$ cat src/rtl/bus_master_ctrl.sv
// Initiator end of the valid/ready bus: one command in flight, slave ready pulse
// or watchdog timeout terminates it, and the result is returned on a response port.
module bus_master_ctrl #(
    parameter int ADDR_W  = 8,
    parameter int DATA_W  = 32,
    parameter int TIMEOUT = 16
) (
    input  logic              clk,
    input  logic              rst,

    input  logic              cmd_valid,
    output logic              cmd_ready,
    input  logic              cmd_wr,
    input  logic [ADDR_W-1:0] cmd_addr,
    input  logic [DATA_W-1:0] cmd_wdata,

    output logic              rsp_valid,
    input  logic              rsp_ready,
    output logic [DATA_W-1:0] rsp_rdata,
    output logic [1:0]        rsp_resp,

    output logic              bus_valid,
    output logic              bus_wr_en,
    output logic [ADDR_W-1:0] bus_addr,
    output logic [DATA_W-1:0] bus_wdata,
    input  logic [DATA_W-1:0] bus_rdata,
    input  logic              bus_ready,
    input  logic [1:0]        bus_resp
);

    typedef enum logic [1:0] {
        IDLE,
        BUSY,
        RESP
    } state_t;

    localparam logic [1:0] RESP_TIMEOUT = 2'b11;
    localparam logic [7:0] CNT_LAST     = 8'(TIMEOUT - 1);

    state_t              state, state_d;
    logic [7:0]          cnt, cnt_d;
    logic                cmd_ready_d;
    logic                rsp_valid_d;
    logic [DATA_W-1:0]   rsp_rdata_d;
    logic [1:0]          rsp_resp_d;
    logic                bus_valid_d;
    logic                bus_wr_en_d;
    logic [ADDR_W-1:0]   bus_addr_d;
    logic [DATA_W-1:0]   bus_wdata_d;

    // NOTE: every signal written here gets its hold value first, so no path can infer a latch.
    always_comb begin
        state_d     = state;
        cnt_d       = cnt;
        cmd_ready_d = cmd_ready;
        rsp_valid_d = rsp_valid;
        rsp_rdata_d = rsp_rdata;
        rsp_resp_d  = rsp_resp;
        bus_valid_d = bus_valid;
        bus_wr_en_d = bus_wr_en;
        bus_addr_d  = bus_addr;
        bus_wdata_d = bus_wdata;

        case (state)
            IDLE: begin
                cmd_ready_d = 1'b1;
                if (cmd_valid && cmd_ready) begin
                    bus_wr_en_d = cmd_wr;
                    bus_addr_d  = cmd_addr;
                    bus_wdata_d = cmd_wdata;
                    bus_valid_d = 1'b1;
                    cmd_ready_d = 1'b0;
                    cnt_d       = 8'd0;
                    state_d     = BUSY;
                end
            end
            BUSY: begin
                // A ready pulse on the timeout edge still completes normally.
                if (bus_ready) begin
                    bus_valid_d = 1'b0;
                    rsp_rdata_d = bus_wr_en ? '0 : bus_rdata;
                    rsp_resp_d  = bus_resp;
                    rsp_valid_d = 1'b1;
                    state_d     = RESP;
                end else if (cnt == CNT_LAST) begin
                    bus_valid_d = 1'b0;
                    rsp_rdata_d = '0;
                    rsp_resp_d  = RESP_TIMEOUT;
                    rsp_valid_d = 1'b1;
                    state_d     = RESP;
                end else begin
                    cnt_d = cnt + 8'd1;
                end
            end
            RESP: begin
                // Bus stays idle here, giving the slave a low cycle between requests.
                bus_valid_d = 1'b0;
                if (rsp_valid && rsp_ready) begin
                    rsp_valid_d = 1'b0;
                    cmd_ready_d = 1'b1;
                    state_d     = IDLE;
                end
            end
            default: begin
                state_d = IDLE;
            end
        endcase
    end

    // NOTE: sequential state uses non-blocking assignments so all registers update from pre-edge values.
    always_ff @(posedge clk or posedge rst) begin
        if (rst) begin
            state     <= IDLE;
            cnt       <= 8'd0;
            cmd_ready <= 1'b0;
            rsp_valid <= 1'b0;
            rsp_rdata <= '0;
            rsp_resp  <= 2'b00;
            bus_valid <= 1'b0;
            bus_wr_en <= 1'b0;
            bus_addr  <= '0;
            bus_wdata <= '0;
        end else begin
            state     <= state_d;
            cnt       <= cnt_d;
            cmd_ready <= cmd_ready_d;
            rsp_valid <= rsp_valid_d;
            rsp_rdata <= rsp_rdata_d;
            rsp_resp  <= rsp_resp_d;
            bus_valid <= bus_valid_d;
            bus_wr_en <= bus_wr_en_d;
            bus_addr  <= bus_addr_d;
            bus_wdata <= bus_wdata_d;
        end
    end

endmodule

$ cat config.mk
export PLATFORM = sky130hd
export DESIGN_NAME = bus_master_ctrl
export DESIGN_NICKNAME = d
export VERILOG_FILES = /design/src/rtl/bus_master_ctrl.sv
export SDC_FILE = /design/constraint.sdc
export NUM_CORES = 1
export LEC_CHECK = 0
export ABC_CLOCK_PERIOD_IN_PS = 6780
export BUFFER_PORTS_ARGS = -buffer_cell sky130_fd_sc_hd__buf_2
export CORE_ASPECT_RATIO = 1.75
export CORE_UTILIZATION = 50
export DETAILED_ROUTE_END_ITERATION = 8
export GPL_ROUTABILITY_DRIVEN = 0
export PLACE_DENSITY = 0.84
export SLEW_MARGIN = 20
export SYNTH_ARGS = -nofsm -noshare
export SYNTH_HDL_FRONTEND = slang
export SYNTH_SLANG_ARGS = --single-unit
export TNS_END_PERCENT = 10
$ cat constraint.sdc
create_clock -name clk -period 6.78 [get_ports clk]
set_input_delay 0.678 -clock clk [delete_from_list [all_inputs] [get_ports clk]]
set_output_delay 0.678 -clock clk [all_outputs]
set_load 0.02 [all_outputs]
==> impl_metrics.csv <==
group,metric,value,unit
outcome,status,"complete, no violations",
routing,drc_errors,0,
worst_hold_path,min_path_type,"in -> async",
timing,setup_viol,0,
job,drv_cap,0,
synth,synth_area,0.00350,sq mm
global_routing,grt_pass1_vias,2798,
place,hpwl,5790,um
synth,yosysWarnings,0,
floorplan,ioPinCount,158,
floorplan,placementRows,40,
global_routing,grt_use_met3,0.0544,
final_layout,layout_common_cells,"buf_2 (157), dfrtp_1 (88), mux2_2 (41), a22o_1 (33), nand2_1 (10)",
timing,finClkSkew,0.00621,ns
timing,max_freq,434,MHz
timing,timing.slew.headroom,0.340,
setup_path,cp.arrival,2.51,ns
floorplan,coreArea,0.00681,sq mm
final_layout,fin_nets,496,
routing,routedWlPerCell,16.5,um
routing,dr.pass1.iters,4,
final_layout,final_common_cell,"buf_2",
routing,via_per_inst,5.45,
pwr,power,2.45,mW
cts,ctsResizeCount,0,
setup_path,cp.required,6.99,ns
global_routing,grt-ovfl-total,0,
cts,cts_max_path_buffers,2,
timing,setup_slack,4.48,ns
final_layout,fin_util,0.685,
global_routing,met1_usage,0.271,
timing,rsz0062_at_grt,"no",
cts,postCtsSetupRepairBufs,0,
setup_path,cp-end-kind,"flip-flop",
final_layout,num_antenna_cells,0,
timing,holdWs,0.241,ns
global_routing,antenna_found_initial,0,
floorplan,fp.dieArea,0.00736,sq mm
setup_path,crit_buf_inv,1,
floorplan,die_x,65.3,um
synth,synth_seq_cells,88,
routing,ant_nets,0,
global_routing,grt_pass1_wl,13100,um
synth,postSynthCellCount,254,
routing,drt-total-wl,8260,um
timing,finalCritPeriodShare,0.340,
routing,num_vias,2726,
setup_path,critPathTopFamily,"simple AND/OR/NAND/NOR gates",
setup_path,crit_fanout,42,
place,place_ws,4.45,ns
cts,clock-sinks,88,
floorplan,fp.dieH,113,um
synth,syn_avg_cell_area,13.8,sq um
floorplan,initial_core_util,0.515,
setup_path,crit_chain,"inv_1, ha_1, nand3_2, mux2_2",
timing,hold_viol,0,
global_routing,track_usage,0.236,
global_routing,grt.busiest_layer,"met2",
cts,holdBufCountCts,0,
pwr,pwr_density_cell,525,mW/mm^2
cts,cts_buffers,9,
setup_path,critPathLaunchType,"flip-flop",
setup_path,cpMaxStageDelayCell,"nand3_2",
final_layout,drive_above_1_share,0.536,
cts,clk_pin_slew,0.06,ns
synth,synth_seq_area_share,0.629,
global_routing,grt_max_degree,78,
pwr,leakage,2.39,nW
cts,htreeDepth,3,
cts,clk_root_buffer_cell,"clkbuf_16",
pwr,ir_drop,342,uV
synth,synth_fp_nets,338,
timing,finalSetupTns,0,ns
place,port-buffer-count,157,
setup_path,max_stage_delay,0.80,ns
cts,cts_tree,"done",
timing,finalCriticalPeriod,2.30,ns
cts,clk_latency,0.33,ns
routing,drt-initial-drc-count,164,
final_layout,areaGrowthSynthToFinish,33.1,%
synth,synth_cell_types,40,
timing,slew_viol_final,0,
global_routing,grt_util_met2,0.403,
timing,worst_pin_slew,0.989,ns
setup_path,crit_type,"reg -> reg",
## report_power, final
part | leakage, nW | internal [mW] | switching, mW | total (mW)
clock network | 0.139 | 0.293 | 0.187 | 0.480
registers | 1.09 | 0.769 | 0.136 | 0.906
logic | 1.16 | 0.445 | 0.616 | 1.06
## routing by layer
layer / routed length (um) / up-vias
li1: - / 1251
met1: 3100 / 1350
met2: 4520 / 103
met3: 385 / 22
met4: 255 / 0
met5: 0 / -
## cells by family after synthesis
logic type	synth area share
and+or+nand+nor	0.0489
AOI/OAI and AO/OA	0.149
adders and majority gates	0.0143
buffers and inverters	0.0221
muxes	0.137
DFF	0.629
## cells in the mapped netlist
| library cell | number | share of area |
|---|---|---|
| a31oi_1 | 1 | 0.0018 |
| a21boi_2 | 1 | 0.0032 |
| a41oi_1 | 1 | 0.0025 |
| o32ai_1 | 1 | 0.0025 |
| buf_2 | 4 | 0.0057 |
| or3_1 | 1 | 0.0018 |
| nor4_1 | 3 | 0.0054 |
| o22a_1 | 3 | 0.0075 |
| o22ai_1 | 1 | 0.0018 |
| nor2_1 | 7 | 0.0075 |
| mux2_2 | 41 | 0.13 |
| clkbuf_2 | 1 | 0.0014 |
| nor2b_1 | 2 | 0.0036 |
| o21ai_0 | 5 | 0.0071 |
| a311oi_1 | 1 | 0.0025 |
| dfrtp_1 | 88 | 0.63 |
| a2bb2oi_1 | 1 | 0.0025 |
| o21a_1 | 2 | 0.0043 |
| and3_1 | 1 | 0.0018 |
| inv_1 | 6 | 0.0064 |
| o41ai_1 | 1 | 0.0025 |
| nand4_1 | 1 | 0.0018 |
| nand3_1 | 3 | 0.0043 |
| or2_2 | 1 | 0.0018 |
| nor3_1 | 3 | 0.0043 |
| or4_1 | 2 | 0.0043 |
| o21ai_1 | 2 | 0.0029 |
| o31ai_1 | 1 | 0.0021 |
| a21boi_0 | 1 | 0.0021 |
| mux2i_1 | 2 | 0.0057 |
| clkbuf_1 | 8 | 0.0086 |
| ha_1 | 4 | 0.014 |
| o21ba_2 | 1 | 0.0029 |
| a22o_1 | 33 | 0.083 |
| and2_1 | 1 | 0.0018 |
| a21bo_2 | 2 | 0.0057 |
| a21o_1 | 1 | 0.0021 |
| a21oi_1 | 5 | 0.0071 |
| a311o_1 | 1 | 0.0029 |
| nand2_1 | 10 | 0.011 |
## worst reg2reg max path, cell delays in order, from the launching register on
cell and delay, ns:
dfrtp_1 0.38, inv_1 0.10, ha_1 0.30, nand3_2 0.80, mux2_2 0.61
## registers in the layout (all words and copies together), names as in the netlist
| register | flops |
|---|---|
| bus_wr_en | 1 |
| rsp_resp | 2 |
| bus_valid | 1 |
| bus_wdata | 32 |
| rsp_valid | 1 |
| cnt | 8 |
| cmd_ready | 1 |
| rsp_rdata | 32 |
| bus_addr | 8 |
| state | 2 |
## stage by stage
| step | area [sq um] | cells |
|---|---|---|
| 2_1_floorplan | 3500 | 254 |
| 3_3_place_gp | 4370 | 485 |
| 3_5_place_dp | 4370 | 485 |
| 4_1_cts | 4660 | 500 |
| 5_1_grt | 4660 | 500 |
| 6_report | 4660 | 500 |
## final cells by class
cell class / count / area [sq um]
Inverter: 6 / 23.8
Clock buffer: 12 / 246
Clock inverter: 3 / 42.5
Multi-Input combinational cell: 147 / 1230
Sequential cell: 88 / 2200
Timing Repair Buffer: 160 / 808
Fill cell: 531 / 2140
Tap cell: 84 / 105
## path summary, 6_finish.rpt
kind / slack [ns] / startpoint / to / cells past startpoint
worst max register to register: 4.48 / state[0]$_DFFE_PP0P_ / bus_wdata[17]$_DFFE_PP0P_ / 4
min in group clk: 0.48 / rsp_resp[0]$_DFFE_PP0P_ / rsp_resp[0]$_DFFE_PP0P_ / 1
worst min register to register: 0.48 / rsp_resp[0]$_DFFE_PP0P_ / rsp_resp[0]$_DFFE_PP0P_ / 1
worst min-delay path: 0.24 / rst / rsp_rdata[4]$_DFFE_PP0P_ / 2
worst max-delay path: 4.48 / state[0]$_DFFE_PP0P_ / bus_wdata[17]$_DFFE_PP0P_ / 4
max in group asynchronous: 5.34 / rst / rsp_rdata[31]$_DFFE_PP0P_ / 3
No activity file was read; power rests on OpenSTA's default activity.
